File: src/rtl/spart_rx.sv
// SPART receive stage: oversampled 8N1 deserialiser feeding the I/O bus
// with a receive buffer, data-available flag and sticky error flags.
module spart_rx #(
  parameter int unsigned OVERSAMPLE = 16,
  parameter int unsigned DATA_BITS  = 8
) (
  input  logic                 clk,
  input  logic                 rst,
  input  logic                 enable,
  input  logic                 rxd,
  input  logic                 iocs,
  input  logic                 iorw,
  input  logic [1:0]           ioaddr,
  output logic [DATA_BITS-1:0] rx_data,
  output logic                 rda,
  output logic                 framing_err,
  output logic                 overrun
);

  localparam int unsigned TW = $clog2(OVERSAMPLE);
  localparam int unsigned BW = (DATA_BITS > 1) ? $clog2(DATA_BITS) : 1;
  localparam logic [TW-1:0] TLast = TW'(OVERSAMPLE - 1);
  localparam logic [TW-1:0] THalf = TW'(OVERSAMPLE / 2 - 1);
  localparam logic [BW-1:0] BLast = BW'(DATA_BITS - 1);

  typedef enum logic [1:0] {StIdle, StStart, StData, StStop} state_e;

  state_e               state_q, state_d;
  logic [TW-1:0]        tcnt_q, tcnt_d;
  logic [BW-1:0]        bcnt_q, bcnt_d;
  logic [DATA_BITS-1:0] shift_q, shift_d;
  logic [DATA_BITS-1:0] rx_data_q, rx_data_d;
  logic                 rda_q, rda_d;
  logic                 fe_q, fe_d;
  logic                 ov_q, ov_d;
  logic                 sync1_q, rxd_s;
  logic                 byte_ok, frame_bad;
  logic                 rd_buf, rd_stat;

  assign rd_buf  = iocs && iorw && (ioaddr == 2'b00);
  assign rd_stat = iocs && iorw && (ioaddr == 2'b01);

  always_ff @(posedge clk or posedge rst) begin
    if (rst) begin
      state_q   <= StIdle;
      tcnt_q    <= '0;
      bcnt_q    <= '0;
      shift_q   <= '0;
      rx_data_q <= '0;
      rda_q     <= 1'b0;
      fe_q      <= 1'b0;
      ov_q      <= 1'b0;
      sync1_q   <= 1'b1;
      rxd_s     <= 1'b1;
    end else begin
      state_q   <= state_d;
      tcnt_q    <= tcnt_d;
      bcnt_q    <= bcnt_d;
      shift_q   <= shift_d;
      rx_data_q <= rx_data_d;
      rda_q     <= rda_d;
      fe_q      <= fe_d;
      ov_q      <= ov_d;
      sync1_q   <= rxd;
      rxd_s     <= sync1_q;
    end
  end

  always_comb begin
    state_d   = state_q;
    tcnt_d    = tcnt_q;
    bcnt_d    = bcnt_q;
    shift_d   = shift_q;
    byte_ok   = 1'b0;
    frame_bad = 1'b0;
    if (enable) begin
      unique case (state_q)
        StIdle: begin
          if (!rxd_s) begin
            state_d = StStart;
            tcnt_d  = '0;
          end
        end
        StStart: begin
          if (tcnt_q == THalf) begin
            tcnt_d = '0;
            if (!rxd_s) begin
              state_d = StData;
              bcnt_d  = '0;
            end else begin
              state_d = StIdle;
            end
          end else begin
            tcnt_d = tcnt_q + 1'b1;
          end
        end
        StData: begin
          if (tcnt_q == TLast) begin
            tcnt_d  = '0;
            // LSB arrives first, so each new bit enters at the top
            shift_d = {rxd_s, shift_q[DATA_BITS-1:1]};
            if (bcnt_q == BLast) begin
              state_d = StStop;
            end else begin
              bcnt_d = bcnt_q + 1'b1;
            end
          end else begin
            tcnt_d = tcnt_q + 1'b1;
          end
        end
        StStop: begin
          if (tcnt_q == TLast) begin
            tcnt_d  = '0;
            state_d = StIdle;
            if (rxd_s) begin
              byte_ok = 1'b1;
            end else begin
              frame_bad = 1'b1;
            end
          end else begin
            tcnt_d = tcnt_q + 1'b1;
          end
        end
        default: state_d = StIdle;
      endcase
    end
  end

  // Flag sets are applied after clears so a set in the same cycle wins.
  always_comb begin
    rx_data_d = byte_ok ? shift_q : rx_data_q;
    rda_d     = rda_q;
    fe_d      = fe_q;
    ov_d      = ov_q;
    if (rd_buf) rda_d = 1'b0;
    if (rd_stat) begin
      fe_d = 1'b0;
      ov_d = 1'b0;
    end
    if (byte_ok) rda_d = 1'b1;
    if (byte_ok && rda_q) ov_d = 1'b1;
    if (frame_bad) fe_d = 1'b1;
  end

  assign rx_data     = rx_data_q;
  assign rda         = rda_q;
  assign framing_err = fe_q;
  assign overrun     = ov_q;

endmodule
File: config.mk
export PLATFORM = sky130hd
export DESIGN_NAME = spart_rx
export DESIGN_NICKNAME = d
export VERILOG_FILES = /design/src/rtl/spart_rx.sv
export SDC_FILE = /design/constraint.sdc
export NUM_CORES = 1
export LEC_CHECK = 0
export BUFFER_PORTS_ARGS = -buffer_cell sky130_fd_sc_hd__buf_2
export CORE_MARGIN = 3
export CORE_UTILIZATION = 55
export CTS_BUF_LIST = sky130_fd_sc_hd__clkbuf_4
export CTS_CLUSTER_DIAMETER = 40
export DETAILED_ROUTE_END_ITERATION = 8
export GPL_TIMING_DRIVEN = 0
export HOLD_SLACK_MARGIN = 0.15
export PLACE_DENSITY = 0.77
export SYNTH_ARGS = -nofsm -noshare
export SYNTH_HDL_FRONTEND = slang
export SYNTH_SLANG_ARGS = --single-unit
File: constraint.sdc
create_clock -name clk -period 3.2 [get_ports clk]
set_input_delay 0.64 -clock clk [delete_from_list [all_inputs] [get_ports clk]]
set_output_delay 0.64 -clock clk [all_outputs]
set_load 0.01 [all_outputs]
* Yosys cells after proc, flatten, opt, wreduce, memory -nomap -nowiden
Index checks and enable logic that the tools add are counted.
** Storage, ports and cells
- Register bits after elaboration :: 30
- Output and inout bits :: 11
** Cells by class
- Add/subtract/negate cells :: 2
- Equal/unequal tests :: 14
- Multiplexer cells :: 29
- Reductions and logical operators :: 15
** Operator list (number)
- $ne A2 B2 Y1 const B :: 7
- $mux W1 :: 13
- $mux W2 :: 6
- $mux W3 :: 4
- $mux W4 :: 3
- $pmux W4 S3 :: 1
- $reduce_and A6 Y1 :: 2
- $pmux W2 S4 :: 1
- $reduce_bool A2 Y1 :: 4
- $pmux W3 S2 :: 1
- $add A4 B1 Y4 const B :: 1
- $eq A2 B1 Y1 const B :: 2
- $eq A2 B2 Y1 const B :: 2
- $eq A4 B3 Y1 const B :: 1
- $eq A4 B4 Y1 const B :: 1
- $logic_and A1 B1 Y1 :: 4
- $logic_not A2 Y1 :: 2
- $add A3 B1 Y3 const B :: 1
- $eq A3 B3 Y1 const B :: 1
- $reduce_and A3 Y1 :: 1
- $reduce_and A2 Y1 :: 1
- $reduce_or A2 Y1 :: 1

* Logic depth before layout (Yosys ltp)
- Word-level depth :: 6
- Depth in mapped cells :: 5

* Worst setup path after synthesis
OpenSTA, ideal clock, no wires.
- Path type :: input to register
- From :: input port enable
- To :: register rx_data_q[0], in the netlist rx_data[0]
- Library setup time :: 0.125 ns
- Data arrival time :: 1.482 ns
- Setup slack :: 1.593 ns
- Cell stages on the path :: 4
- Cells stage by stage :: buf_4 > and4_4 > nand4_4 > mux2_2
** On the way
- Longest elaborated chain between the ends :: 1
** RTL lines
- start, declared :: RTL line 9 : input logic enable,
- $mux W1 :: RTL line 76 : if (enable) begin
- end signal, assigned :: RTL line 60 : rx_data_q <= rx_data_d;
- end, declared :: RTL line 32 : logic [DATA_BITS-1:0] rx_data_q, rx_data_d;
No other way between the ends.
A chain may end at the register's enable or synchronous reset.

* Worst setup path after layout
- From :: register tcnt_q[1]
- To :: register shift_q[0]
** On the way
- Longest elaborated chain between the ends :: 2
** RTL lines
- start, declared :: RTL line 29 : logic [TW-1:0] tcnt_q, tcnt_d;
- start signal, assigned :: RTL line 57 : tcnt_q <= tcnt_d;
- $eq A4 B4 Y1 :: RTL line 98 : if (tcnt_q == TLast) begin
- $reduce_and A3 Y1 (no line)
- end signal, assigned :: RTL line 59 : shift_q <= shift_d;
- end, declared :: RTL line 31 : logic [DATA_BITS-1:0] shift_q, shift_d;
No other way between the ends.

==> flow_summary.toml <==
[run_status]
outcome = "complete, no violations"

[logic_synthesis]
synth_cell_types = 37
synth-edff-count = 0
syn_nets = 121
synth-main-ff-cell = "dfrtp_1"
ys_seq_area_frac = 0.539
synth.avg_cell_area_um2 = 12.7
synthCells = 110
netlist_top_cells_area = "dfrtp_1, mux2_2, dfstp_2"
synth_top_cell_area_share = 0.502
yosys_warnings = 0
synth_area_um2 = 1400
yosys-top-cells-count = "dfrtp_1, mux2_2, nand2_1"
ys_ff_latch = 30
async_reset_ff_frac = 1.00
yosysMostFrequentCell = "dfrtp_1"
synth_area_leader_cell = "dfrtp_1"

[power_and_ir_drop]
ir_drop_mv = 0.426
power_density_nw_per_um2 = 618
leakagePower_uw = 0.000806

[timing]
hold_violations = 0
worst_slew_pin_slew_ps = 1070
slew_headroom = 0.283
fin_tns_setup_ps = 0
max_freq_ghz = 0.602
layout_min_cycle_time_ps = 1660
rsz0062_at_grt = "no"
setup_ws_ps = 1540
drv_slew = 0
clock_skew_ps = 7.47
setup_violations = 0
layout_worst_path_cycle_share = 0.519

[clocking]
htreeDepth = 2
numCtsBuffers = 5
cts_setup_buffers = 0
cts_tree = "built"
clk_latency_ps = 330
clk_pin_slew_ps = 90
cts_buffer_depth = 2
cts_root_buffer = "clkbuf_4"
post_cts_resized = 0
cts_sinks = 30
ctsHoldBuffers = 0

[worst_setup_path]
cp.required_ps = 3420
path_cells = "ha_1 -> and4_1 -> and2_4 -> buf_6 -> mux2_2"
crit_path_max_incr_delay_ps = 380
endpoint_kind = "register"
crit_type = "register to register"
cp_slowest_cell = "dfrtp_1"
reg2regPathDepth = 5
cp_data_arrival_time_ps = 1880
path_max_fanout = 8
worstSetupStartpointType = "register"

[layout]
final_cell_area_um2 = 1570
final_nets = 146
final_util = 0.677
n_fill_cell = 203
drive_above_1_share = 0.415
syn_to_final_growth_pct = 12.4
antennaDiodeCount = 0
instances_no_fill = 163

[global_routing]
grt_max_degree = 31
grt_usage = 0.185
grt_pass1_wl_um = 4400
gr-total-overflow = 0
grt_pass1_vias = 954
antenna_found_initial = 0

[placement]
dp_hpwl_um = 1810
gp_congestion = 0.801
portBuffers = 18
place_ws_ps = 1380
placed_cell_area_um2 = 1520
placed_cells = 156

[detailed_routing]
detail-route-antenna-nets = 0
wire_per_inst_um = 15.2
vias = 939
first_pass_iters = 4
via_per_inst = 5.76
drc_errors = 0
drt_iter0_drc = 16
wl_um = 2480

[floorplan]
boundaryPins = 19
start_util = 0.602
die_width_um = 56.4
dieArea_um2 = 3180
fp.dieH_um = 56.4
core_um2 = 2320
num_rows = 17

[flow_run]
maxCapViolCount = 0

[min_path]
hold_path_depth = 0
hp-class = "register to register"
==> cell type report <==
| type | instances | area (um2) | area share |
|---|---|---|---|
| Clock inverter | 2 | 10.0 | 0.00638 |
| Buffer | 5 | 33.8 | 0.0215 |
| Sequential cell | 30 | 753 | 0.480 |
| Tap cell | 28 | 35.0 | 0.0223 |
| Inverter | 5 | 18.8 | 0.0120 |
| Timing Repair Buffer | 18 | 90.1 | 0.0574 |
| Multi-Input combinational cell | 70 | 591 | 0.376 |
| Clock buffer | 5 | 37.5 | 0.0239 |
==> sequential cells by signal, summed over array words and instances, names as in the netlist, named ones only <==
signal	cells
bcnt_q	3
framing_err	1
overrun	1
rda	1
rx_data	8
rxd_s	1
shift_q	8
state_q	1
sync1_q	1
tcnt_q	4
==> report_power, final <==
group          switching (uW)  leakage [uW]  internal, uW
sequential               41.1      0.000391           433
combinational             157      0.000384           139
clock                     121     0.0000308          78.7
total                     319      0.000806           651
==> worst max-delay path, delay by kind of cell, from the launching register on <==
family	cells	cell delay, ps
buffers and inverters	1	130
DFF	1	380
muxes	1	340
and+or+nand+nor	2	430
adders and majority gates	1	290
==> metrics by stage <==
step,hold WS (ps),total power [uW]
finish,358,970
global route,367,1050
CTS,360,983
detailed placement,347,779
global placement,347,755
floorplan,345,710
==> layout by cell type, fill, tap and decap left out, types with 2 or more instances in the layout <==
master,instances
dfrtp_1,28
a32o_1,2
inv_1,5
mux2_2,16
nand3b_1,2
clkinv_2,2
nand3_1,3
a21oi_1,3
or3b_2,2
o22ai_1,2
o221ai_1,3
a22o_1,3
dfstp_2,2
a31oi_1,3
nand2_1,6
buf_2,21
o21ai_0,2
ha_1,3
nor2b_1,2
and3_1,2
clkbuf_4,5
==> path summary, 6_finish.rpt <==
| kind | slack (ps) | from | to |
|---|---|---|---|
| worst max-delay path | 1540 | tcnt_q[1] | shift_q[0] |
| worst min-delay path | 360 | sync1_q | rxd_s |
| worst max register to register | 1540 | tcnt_q[1] | shift_q[0] |
| worst min register to register | 360 | sync1_q | rxd_s |
| max in group asynchronous | 1980 | rst | tcnt_q[2] |
| min in group asynchronous | 570 | rst | rx_data[1] |
==> layer usage <==
metal	global-route usage	part of all wire	up-vias
li1	-	-	457
met1	0.239	0.45	454
met2	0.264	0.47	20
met3	0.0805	0.052	8
met4	0.0881	0.025	0
met5	0	0	-
==> logic make-up after synthesis <==
| kind of cell | share of synthesized area |
|---|---|
| flip-flops | 0.539 |
| AND/OR/NAND/NOR | 0.139 |
| AO/OA/AOI/OAI | 0.104 |
| multiplexers | 0.147 |
| buffers and inverters | 0.0376 |
| adder cells (fa/ha/maj) | 0.0269 |
| XOR/XNOR | 0.00627 |
Power figures use the tool's default switching activity.
